**config.mk**
```make
export PLATFORM = sky130hd
export DESIGN_NAME = gate_truth_table_tester
export DESIGN_NICKNAME = d
export VERILOG_FILES = /design/src/rtl/gate_test_pkg.sv /design/src/rtl/sync_2ff.sv /design/src/rtl/gate_truth_table_tester.sv
export SDC_FILE = /design/constraint.sdc
export NUM_CORES = 1
export LEC_CHECK = 0
export CORE_MARGIN = 5
export CORE_UTILIZATION = 49
export CTS_CLUSTER_DIAMETER = 120
export DETAILED_ROUTE_END_ITERATION = 10
export DONT_BUFFER_PORTS = 1
export RECOVER_POWER = 100
export REMOVE_ABC_BUFFERS = 1
export SKIP_LAST_GASP = 1
export SYNTH_ARGS = -nofsm -noshare
export SYNTH_HDL_FRONTEND = slang
export SYNTH_SLANG_ARGS = --single-unit
```
**constraint.sdc**
```tcl
create_clock -name clk -period 1.8 [get_ports clk]
set_input_delay 0.36 -clock clk [delete_from_list [all_inputs] [get_ports clk]]
set_output_delay 0.36 -clock clk [all_outputs]
set_load 0.005 [all_outputs]
```
**src/rtl/gate_test_pkg.sv**
```systemverilog
// Shared definitions for the two-input gate truth-table tester.
// Holds the FSM state encoding, the vector-index width and the
// truth-table constants for the standard lab gates. Truth-table bit
// index is {A,B}.
package gate_test_pkg;

  localparam int unsigned IDX_W   = 2;
  localparam int unsigned NUM_VEC = 4;

  localparam logic [IDX_W-1:0] IDX_LAST = IDX_W'(NUM_VEC - 1);

  localparam logic [NUM_VEC-1:0] TT_AND  = 4'b1000;
  localparam logic [NUM_VEC-1:0] TT_OR   = 4'b1110;
  localparam logic [NUM_VEC-1:0] TT_XOR  = 4'b0110;
  localparam logic [NUM_VEC-1:0] TT_NAND = 4'b0111;

  typedef enum logic [1:0] {
    ST_IDLE,
    ST_SETTLE,
    ST_SAMPLE,
    ST_DONE
  } state_t;

endpackage

```
**src/rtl/sync_2ff.sv**
```systemverilog
// Generic single-bit two-flop synchronizer, async active-low reset to 0.
// Ports:
//   clk   - destination clock
//   rst_n - asynchronous active-low reset
//   d     - asynchronous input
//   q     - synchronized output (two clk cycles of latency)
module sync_2ff (
  input  logic clk,
  input  logic rst_n,
  input  logic d,
  output logic q
);

  logic meta;

  // First stage may go metastable; second stage gives it a cycle to resolve.
  always_ff @(posedge clk or negedge rst_n) begin
    if (!rst_n) begin
      meta <= 1'b0;
      q    <= 1'b0;
    end else begin
      meta <= d;
      q    <= meta;
    end
  end

endmodule

```
**src/rtl/gate_truth_table_tester.sv**
```systemverilog
// Stimulus-and-check engine for a two-input, single-output logic gate.
// On start it drives {A,B} = 00,01,10,11, holds each vector for
// SETTLE_CYCLES cycles plus one sample cycle, captures the synchronized
// gate output per vector and compares the result against EXPECT.
// Ports:
//   clk      - system clock
//   rst_n    - asynchronous active-low reset
//   start    - run request, sampled only when idle
//   dut_out  - gate output under test (asynchronous)
//   drv_a    - gate input A
//   drv_b    - gate input B
//   busy     - high from the accepted start through the done cycle
//   done     - one-cycle end-of-run pulse
//   pass     - observed == EXPECT, valid from done until the next start
//   observed - captured gate output per vector, index {A,B}
//   fail_vec - observed ^ EXPECT
module gate_truth_table_tester
  import gate_test_pkg::*;
#(
  parameter int unsigned         SETTLE_CYCLES = 4,
  parameter logic [NUM_VEC-1:0]  EXPECT        = TT_AND
) (
  input  logic               clk,
  input  logic               rst_n,
  input  logic               start,
  input  logic               dut_out,
  output logic               drv_a,
  output logic               drv_b,
  output logic               busy,
  output logic               done,
  output logic               pass,
  output logic [NUM_VEC-1:0] observed,
  output logic [NUM_VEC-1:0] fail_vec
);

  // The synchronizer eats two cycles of the settle window; fewer than
  // three settle cycles would sample before the gate output is seen.
  if (SETTLE_CYCLES < 3) begin : g_settle_check
    $error("gate_truth_table_tester: SETTLE_CYCLES must be >= 3");
  end

  localparam int unsigned CNT_W = $clog2(SETTLE_CYCLES);
  localparam logic [CNT_W-1:0] CNT_LAST = CNT_W'(SETTLE_CYCLES - 1);

  state_t               state, state_nx;
  logic [IDX_W-1:0]     idx, idx_nx;
  logic [CNT_W-1:0]     cnt, cnt_nx;
  logic [NUM_VEC-1:0]   observed_nx;
  logic                 pass_nx;
  logic                 drv_a_nx, drv_b_nx;
  logic                 busy_nx, done_nx;
  logic                 dut_out_sync;

  // Bring the asynchronous gate output into the clk domain.
  sync_2ff u_sync (
    .clk   (clk),
    .rst_n (rst_n),
    .d     (dut_out),
    .q     (dut_out_sync)
  );

  // State register plus the registered datapath and outputs.
  always_ff @(posedge clk or negedge rst_n) begin
    if (!rst_n) begin
      state    <= ST_IDLE;
      idx      <= '0;
      cnt      <= '0;
      observed <= '0;
      pass     <= 1'b0;
      drv_a    <= 1'b0;
      drv_b    <= 1'b0;
      busy     <= 1'b0;
      done     <= 1'b0;
    end else begin
      state    <= state_nx;
      idx      <= idx_nx;
      cnt      <= cnt_nx;
      observed <= observed_nx;
      pass     <= pass_nx;
      drv_a    <= drv_a_nx;
      drv_b    <= drv_b_nx;
      busy     <= busy_nx;
      done     <= done_nx;
    end
  end

  // Next-state and next-output logic.
  always_comb begin
    state_nx    = state;
    idx_nx      = idx;
    cnt_nx      = cnt;
    observed_nx = observed;
    pass_nx     = pass;
    drv_a_nx    = 1'b0;
    drv_b_nx    = 1'b0;
    busy_nx     = 1'b0;
    done_nx     = 1'b0;

    case (state)
      ST_IDLE: begin
        if (start) begin
          idx_nx      = '0;
          cnt_nx      = '0;
          observed_nx = '0;
          pass_nx     = 1'b0;
          state_nx    = ST_SETTLE;
        end
      end
      ST_SETTLE: begin
        cnt_nx = cnt + CNT_W'(1);
        if (cnt == CNT_LAST) begin
          state_nx = ST_SAMPLE;
        end
      end
      ST_SAMPLE: begin
        observed_nx[idx] = dut_out_sync;
        if (idx == IDX_LAST) begin
          state_nx = ST_DONE;
        end else begin
          idx_nx   = idx + IDX_W'(1);
          cnt_nx   = '0;
          state_nx = ST_SETTLE;
        end
      end
      ST_DONE: begin
        pass_nx  = (observed == EXPECT);
        done_nx  = 1'b1;
        state_nx = ST_IDLE;
      end
      default: begin
        state_nx = ST_IDLE;
      end
    endcase

    // The driven vector lags the state by one register, so it stays on
    // the pins through the sample edge of its own vector.
    if (state == ST_SETTLE || state == ST_SAMPLE) begin
      {drv_a_nx, drv_b_nx} = idx;
    end

    // DONE term keeps busy asserted in the done-pulse cycle.
    busy_nx = (state_nx != ST_IDLE) || (state == ST_DONE);
  end

  assign fail_vec = observed ^ EXPECT;

endmodule

```
# [After elaboration in Yosys (flattened, before gate mapping)]
# Index checks and enable logic that the tools add are counted.
[totals] latch_bits=0 romBits=0 inputBits=4 regBits=17 out_inout_bits=13 mem_bits_rw=0 n_memories=0
[op_classes] mux=19 bitwise_logic=1 shift=0 magnitude_cmp=2 reduce_logical=12 n_div=0 n_addsub=2 n_mul=0 n_eq_ne=8
[op_table] op="2-bit 2-to-1 mux" count=6
[op_table] op="2-bit equality test, second input constant" count=4
[op_table] op="2-bit case mux with 4 select lines" count=1
[op_table] op="4-bit case mux with 2 select lines" count=1
[op_table] op="2-bit case mux with 3 select lines" count=1
[op_table] op="3-bit AND reduction" count=2
[op_table] op="2-bit nonzero test" count=3
[op_table] op="1-bit 2-to-1 mux" count=5
[op_table] op="2-bit by 1-bit adder with 2-bit output, second input constant" count=2
[op_table] op="4-bit bitwise mux" count=1
[op_table] op="4-bit equality test, second input constant" count=1
[op_table] op="4-bit 2-to-1 mux" count=1
[op_table] op="2-bit inequality test, second input constant" count=2
[op_table] op="2-bit case mux with 2 select lines" count=1
[op_table] op="2-bit AND reduction" count=2
[op_table] op="2-bit by 3-bit less-than comparator with 1-bit output, second input constant" count=1
[op_table] op="3-bit nonzero test" count=1
[op_table] op="1-bit demux with 2-bit select" count=1
[op_table] op="2-bit by 1-bit equality test with 1-bit output, second input constant" count=1
[op_table] op="2-bit by 1-bit >= comparator with 1-bit output, second input constant" count=1
[op_table] op="2-bit logical NOT" count=1
[op_table] op="1-bit logical OR" count=2
[op_table] op="1-bit case mux with 2 select lines" count=1
[op_table] op="1-bit logical AND" count=1
[op_table] op="1-bit NOT" count=1

# [Longest topological paths before layout]
[depth] depth_word=6 mapped_depth=7 mapped_depth_nobuf=5

# [By module]
# From an unflattened synthesis, not the netlist that was laid out.
[unflattened] hier_cells=101 hier_area_um2=993.5
[by_module_without_submodules] module="gate_truth_table_tester" instances=1 seq_area_each_um2=375.4 area_per_inst_um2=943.4 cells_per_inst=99
[by_module_without_submodules] module="sync_2ff" instances=1 seq_area_each_um2=50.0 area_per_inst_um2=50.0 cells_per_inst=2

# [Worst setup path after synthesis]
# Ideal clock, no wire load.
[synth_timing] path_kind="register to register" startpoint="register state[0]" endpoint="register busy" path_buffers=1 setup_time_ps=131 path_stages_with_launch=6 slack_ps=195 period_less_slack_ps=1605 arrival_time_ps=1473 required_ps=1669 cell_sequence="dfrtp_1 > inv_1 > ha_1 > buf_2 > o32a_1 > or3_1"
[synth_via] elab_chain_len=4 word_cells_on_any_way=9
[synth_rtl] item="start: declaration" line_no="gate_truth_table_tester.sv:45" rtl="state_t state, state_nx;"
[synth_rtl] item="start signal: assignment" line_no="gate_truth_table_tester.sv:75" rtl="state <= state_nx;"
[synth_rtl] item="2-bit equality test, or another cell as far along" line_no="gate_truth_table_tester.sv:99" rtl="case (state)"
[synth_rtl] item="2-bit case mux with 4 select lines (*)" line_no="gate_truth_table_tester.sv:99"
[synth_rtl] item="via state_nx[0]" line_no="gate_truth_table_tester.sv:45"
[synth_rtl] item="2-bit nonzero test (*)" line_no="gate_truth_table_tester.sv:142" rtl="busy_nx = (state_nx != ST_IDLE) || (state == ST_DONE);"
[synth_rtl] item="1-bit logical OR (*)" line_no="gate_truth_table_tester.sv:142"
[synth_rtl] item="via busy_nx" line_no="gate_truth_table_tester.sv:51" rtl="logic busy_nx, done_nx;"
[synth_rtl] item="end signal: assignment" line_no="gate_truth_table_tester.sv:82" rtl="busy <= busy_nx;"
[synth_rtl] item="end: declaration" line_no="gate_truth_table_tester.sv:29" rtl="output logic busy,"
# Mark *: on every way through the listed nets, which the timed path passes. The rest lies on a longest branch.
# A chain may end at the register's enable or synchronous reset.

# [Worst setup path after layout]
[layout_timing] startpoint="register state[1]" endpoint="register busy"
[layout_via] elab_chain_len=4 word_cells_on_any_way=9
[layout_rtl] item="2-bit equality test, or another cell as far along" line_no="gate_truth_table_tester.sv:99"
[layout_rtl] item="2-bit case mux with 4 select lines (*)" line_no="gate_truth_table_tester.sv:99"
[layout_rtl] item="via state_nx[0]" line_no="gate_truth_table_tester.sv:45"
[layout_rtl] item="2-bit nonzero test (*)" line_no="gate_truth_table_tester.sv:142"
[layout_rtl] item="1-bit logical OR (*)" line_no="gate_truth_table_tester.sv:142"
[layout_rtl] item="via busy_nx" line_no="gate_truth_table_tester.sv:51"
# Marks and branches as above.

==> summary.md <==
| Metric | Value |
|---|---|
| Iter 0 DRT Violations | `4` |
| Most area-hungry cell type in the Yosys netlist | `dfrtp_1` |
| Row count | `16` |
| Met1 Usage GRT | `0.179` |
| P&R area growth vs syn | `4.03%` |
| Data arrival, critical path | `1.89 ns` |
| CP Data Required Time | `1.98 ns` |
| Total grt overflow | `0` |
| Main area contributors after synthesis | `dfrtp_1, ha_1, inv_1` |
| Synth Flop Type | `dfrtp_1` |
| Filler instances | `180` |
| Initial antenna violation count | `0` |
| CTS tree | `built` |
| Vias in the first global route | `679` |
| Via Count | `691` |
| TritonCTS sink count | `17` |
| CTS buffer count | `3` |
| Num ports | `17` |
| Cell Area, Synth | `993 um2` |
| Clock share of power | `0.127` |
| # hold bufs at CTS | `1` |
| Total wire length | `1800 um` |
| Crit path kind | `register to register` |
| Syn Area/Cell | `9.84 um2` |
| Synth Instances | `101` |
| Placed wire-length estimate | `1300 um` |
| Final Power | `1.60 mW` |
| Synth cell count leaders | `dfrtp_1, inv_1, ha_1` |
| Pwr/cell area | `1550 mW/mm2` |
| Initial Utilization | `0.512` |
| Root Buffer | `clkbuf_4` |
| Die Height | `55.0 um` |
| Slew Limit Fails | `0` |
| Fin crit period | `1.71 ns` |
| Psw | `0.651 mW` |
| PnR worst setup slack | `0.0863 ns` |
| Most used routing layer | `met2` |
| Vias per cell | `5.40` |
| Unrepaired setup endpoints after global routing | `no` |
| Setup WS pre-CTS | `0.106 ns` |
| Startpoint Class | `register` |
| Core Box Area | `0.00194 mm2` |
| Largest net degree at the start of global routing | `20` |
| Crit. End Element | `register` |
| Nets | `115` |
| Met3 Usage GRT | `0.0402` |
| Seq/Total Area, Yosys | `0.428` |
| Die W | `55.0 um` |
| Max-cap violation count | `0` |
| WL/cell | `14.0 um` |
| Antenna cells | `0` |
| GP Congestion | `0.707` |
| Synth cell types | `32` |
| Share of the clock period used by the worst path | `0.952` |
| Flop pwr share | `0.411` |
| EDFF count, synth | `0` |
| Synthesized flop and latch total | `17` |
| Combinational power share | `0.462` |
| Top-count cell post-synth | `dfrtp_1` |
| Setup TNS | `0 ns` |
| Hold Crit Class | `primary input to register` |
| Setup Viol. Count Final | `0` |
| Drt drc | `0` |
| Critical Path Fanout Max | `5` |
| Yosys top cell area share | `0.428` |
| Sw Share | `0.407` |
| Ratio of cells with drive above 1 in the final layout | `0.0792` |
| Max VDD drop | `0.732 mV` |
| Clock slew at reported path FFs | `0.09 ns` |
| Status | `complete, no violations` |
| Pleak | `0.465 nW` |
| Clk Latency, worst-skew pair | `0.29 ns` |
| Actual slew at the worst max-slew pin | `0.736 ns` |
| Post-route cell area | `0.00103 mm2` |
| # port buffers | `0` |
| Fmax | `584 MHz` |
| Die ar. | `0.00303 mm2` |
| CTS resizes | `0` |
| First-pass GRT wire length | `3060 um` |
| Post-CTS Setup Bufs | `0` |
| Internal | `0.949 mW` |
| Dpl cell area | `997 um2` |
| H-tree Lvls | `1` |
| Final hold vios | `0` |
| Overall Global Routing Usage | `0.148` |
| Max-Slew Margin vs Limit | `0.508` |
| Antenna Nets Post-Route | `0` |
| Ys Warns | `0` |
| Asr flop ratio synth | `1.00` |
| Clk_skew | `0.00270 ns` |
| Pre-antenna DRT Iters | `2` |
| Longest Clk Path Bufs | `2` |
| GR Util met2 | `0.217` |
==> placed cells by master, fill, tap and decap left out, types with 2 or more instances in the layout <==
cell,synthesis,routed
a21oi_1,7,7
a221o_1,3,3
and2_0,0,2
buf_4,3,3
clkbuf_4,0,3
dfrtp_1,17,17
ha_1,9,9
inv_1,10,10
nand2_1,4,4
nand2b_1,5,5
nand3_1,7,7
nor2b_1,4,4
nor3_1,2,2
o21ai_0,7,7
==> critical path: stages (launching register included) <==
cell and delay (ns):
dfrtp_1 0.43, inv_1 0.10, ha_1 0.22, mux2_4 0.32
o32a_1 0.19, or3_1 0.34
==> power groups by stage <==
stage / Sequential [mW] / Clock [mW] / Combinational (mW)
after floorplan: 0.645 / 0 / 0.552
after global routing: 0.691 / 0.235 / 0.854
final: 0.659 / 0.203 / 0.739
after CTS: 0.664 / 0.218 / 0.752
after detailed placement: 0.672 / 0 / 0.738
after global placement: 0.667 / 0 / 0.724
==> area by class of cell <==
cell class / count / area (um2) / share of cell area
well taps: 27 / 33.8 / 0.0327
multi-input cells: 66 / 478 / 0.462
flip-flops and latches: 17 / 425 / 0.412
repair buffers: 4 / 32.5 / 0.0315
clock buffers: 4 / 26.3 / 0.0254
inverters: 10 / 37.5 / 0.0363
==> worst paths after layout <==
check | start | to | slack [ns] | depth (start not counted)
max in group asynchronous | rst_n | state[1] | 0.77 | 1
worst max-delay path | state[1] | busy | 0.09 | 5
worst max register to register | state[1] | busy | 0.09 | 5
min in group asynchronous | rst_n | observed[0] | 0.56 | 1
worst min register to register | u_sync.meta | u_sync.q | 0.37 | 0
worst min-delay path | dut_out | u_sync.meta | 0.09 | 0
==> per-stage QoR <==
stage               utilization  hold WS [ns]  std cells
finish                    0.532        0.0894        128
global placement          0.514        0.0648        123
floorplan                     -        0.0644         93
CTS                       0.532        0.0706        128
detailed placement        0.514        0.0649        123
global route              0.532        0.0670        128
==> flip-flops by register name (all words and copies together), names as in the netlist, 2 cells and up <==
signal and flops:
idx 2, state 2, cnt 2, observed 4
==> cell families (layout without fill, tap and decap cells) <==
kind of cell,after synthesis,count (layout),share of synthesized area
simple gates,30,30,0.173
compound gates,24,24,0.159
buf+inv,18,18,0.0907
flops,17,17,0.428
fa+ha+maj,9,9,0.113
mux,3,3,0.0365
==> per-layer routing <==
layer  part of all wire  wire length [um]
met3              0.063               114
met2               0.43               781
met4              0.034                61
met1               0.47               839
met5                  0                 0
(Power assumes the default switching activity.)
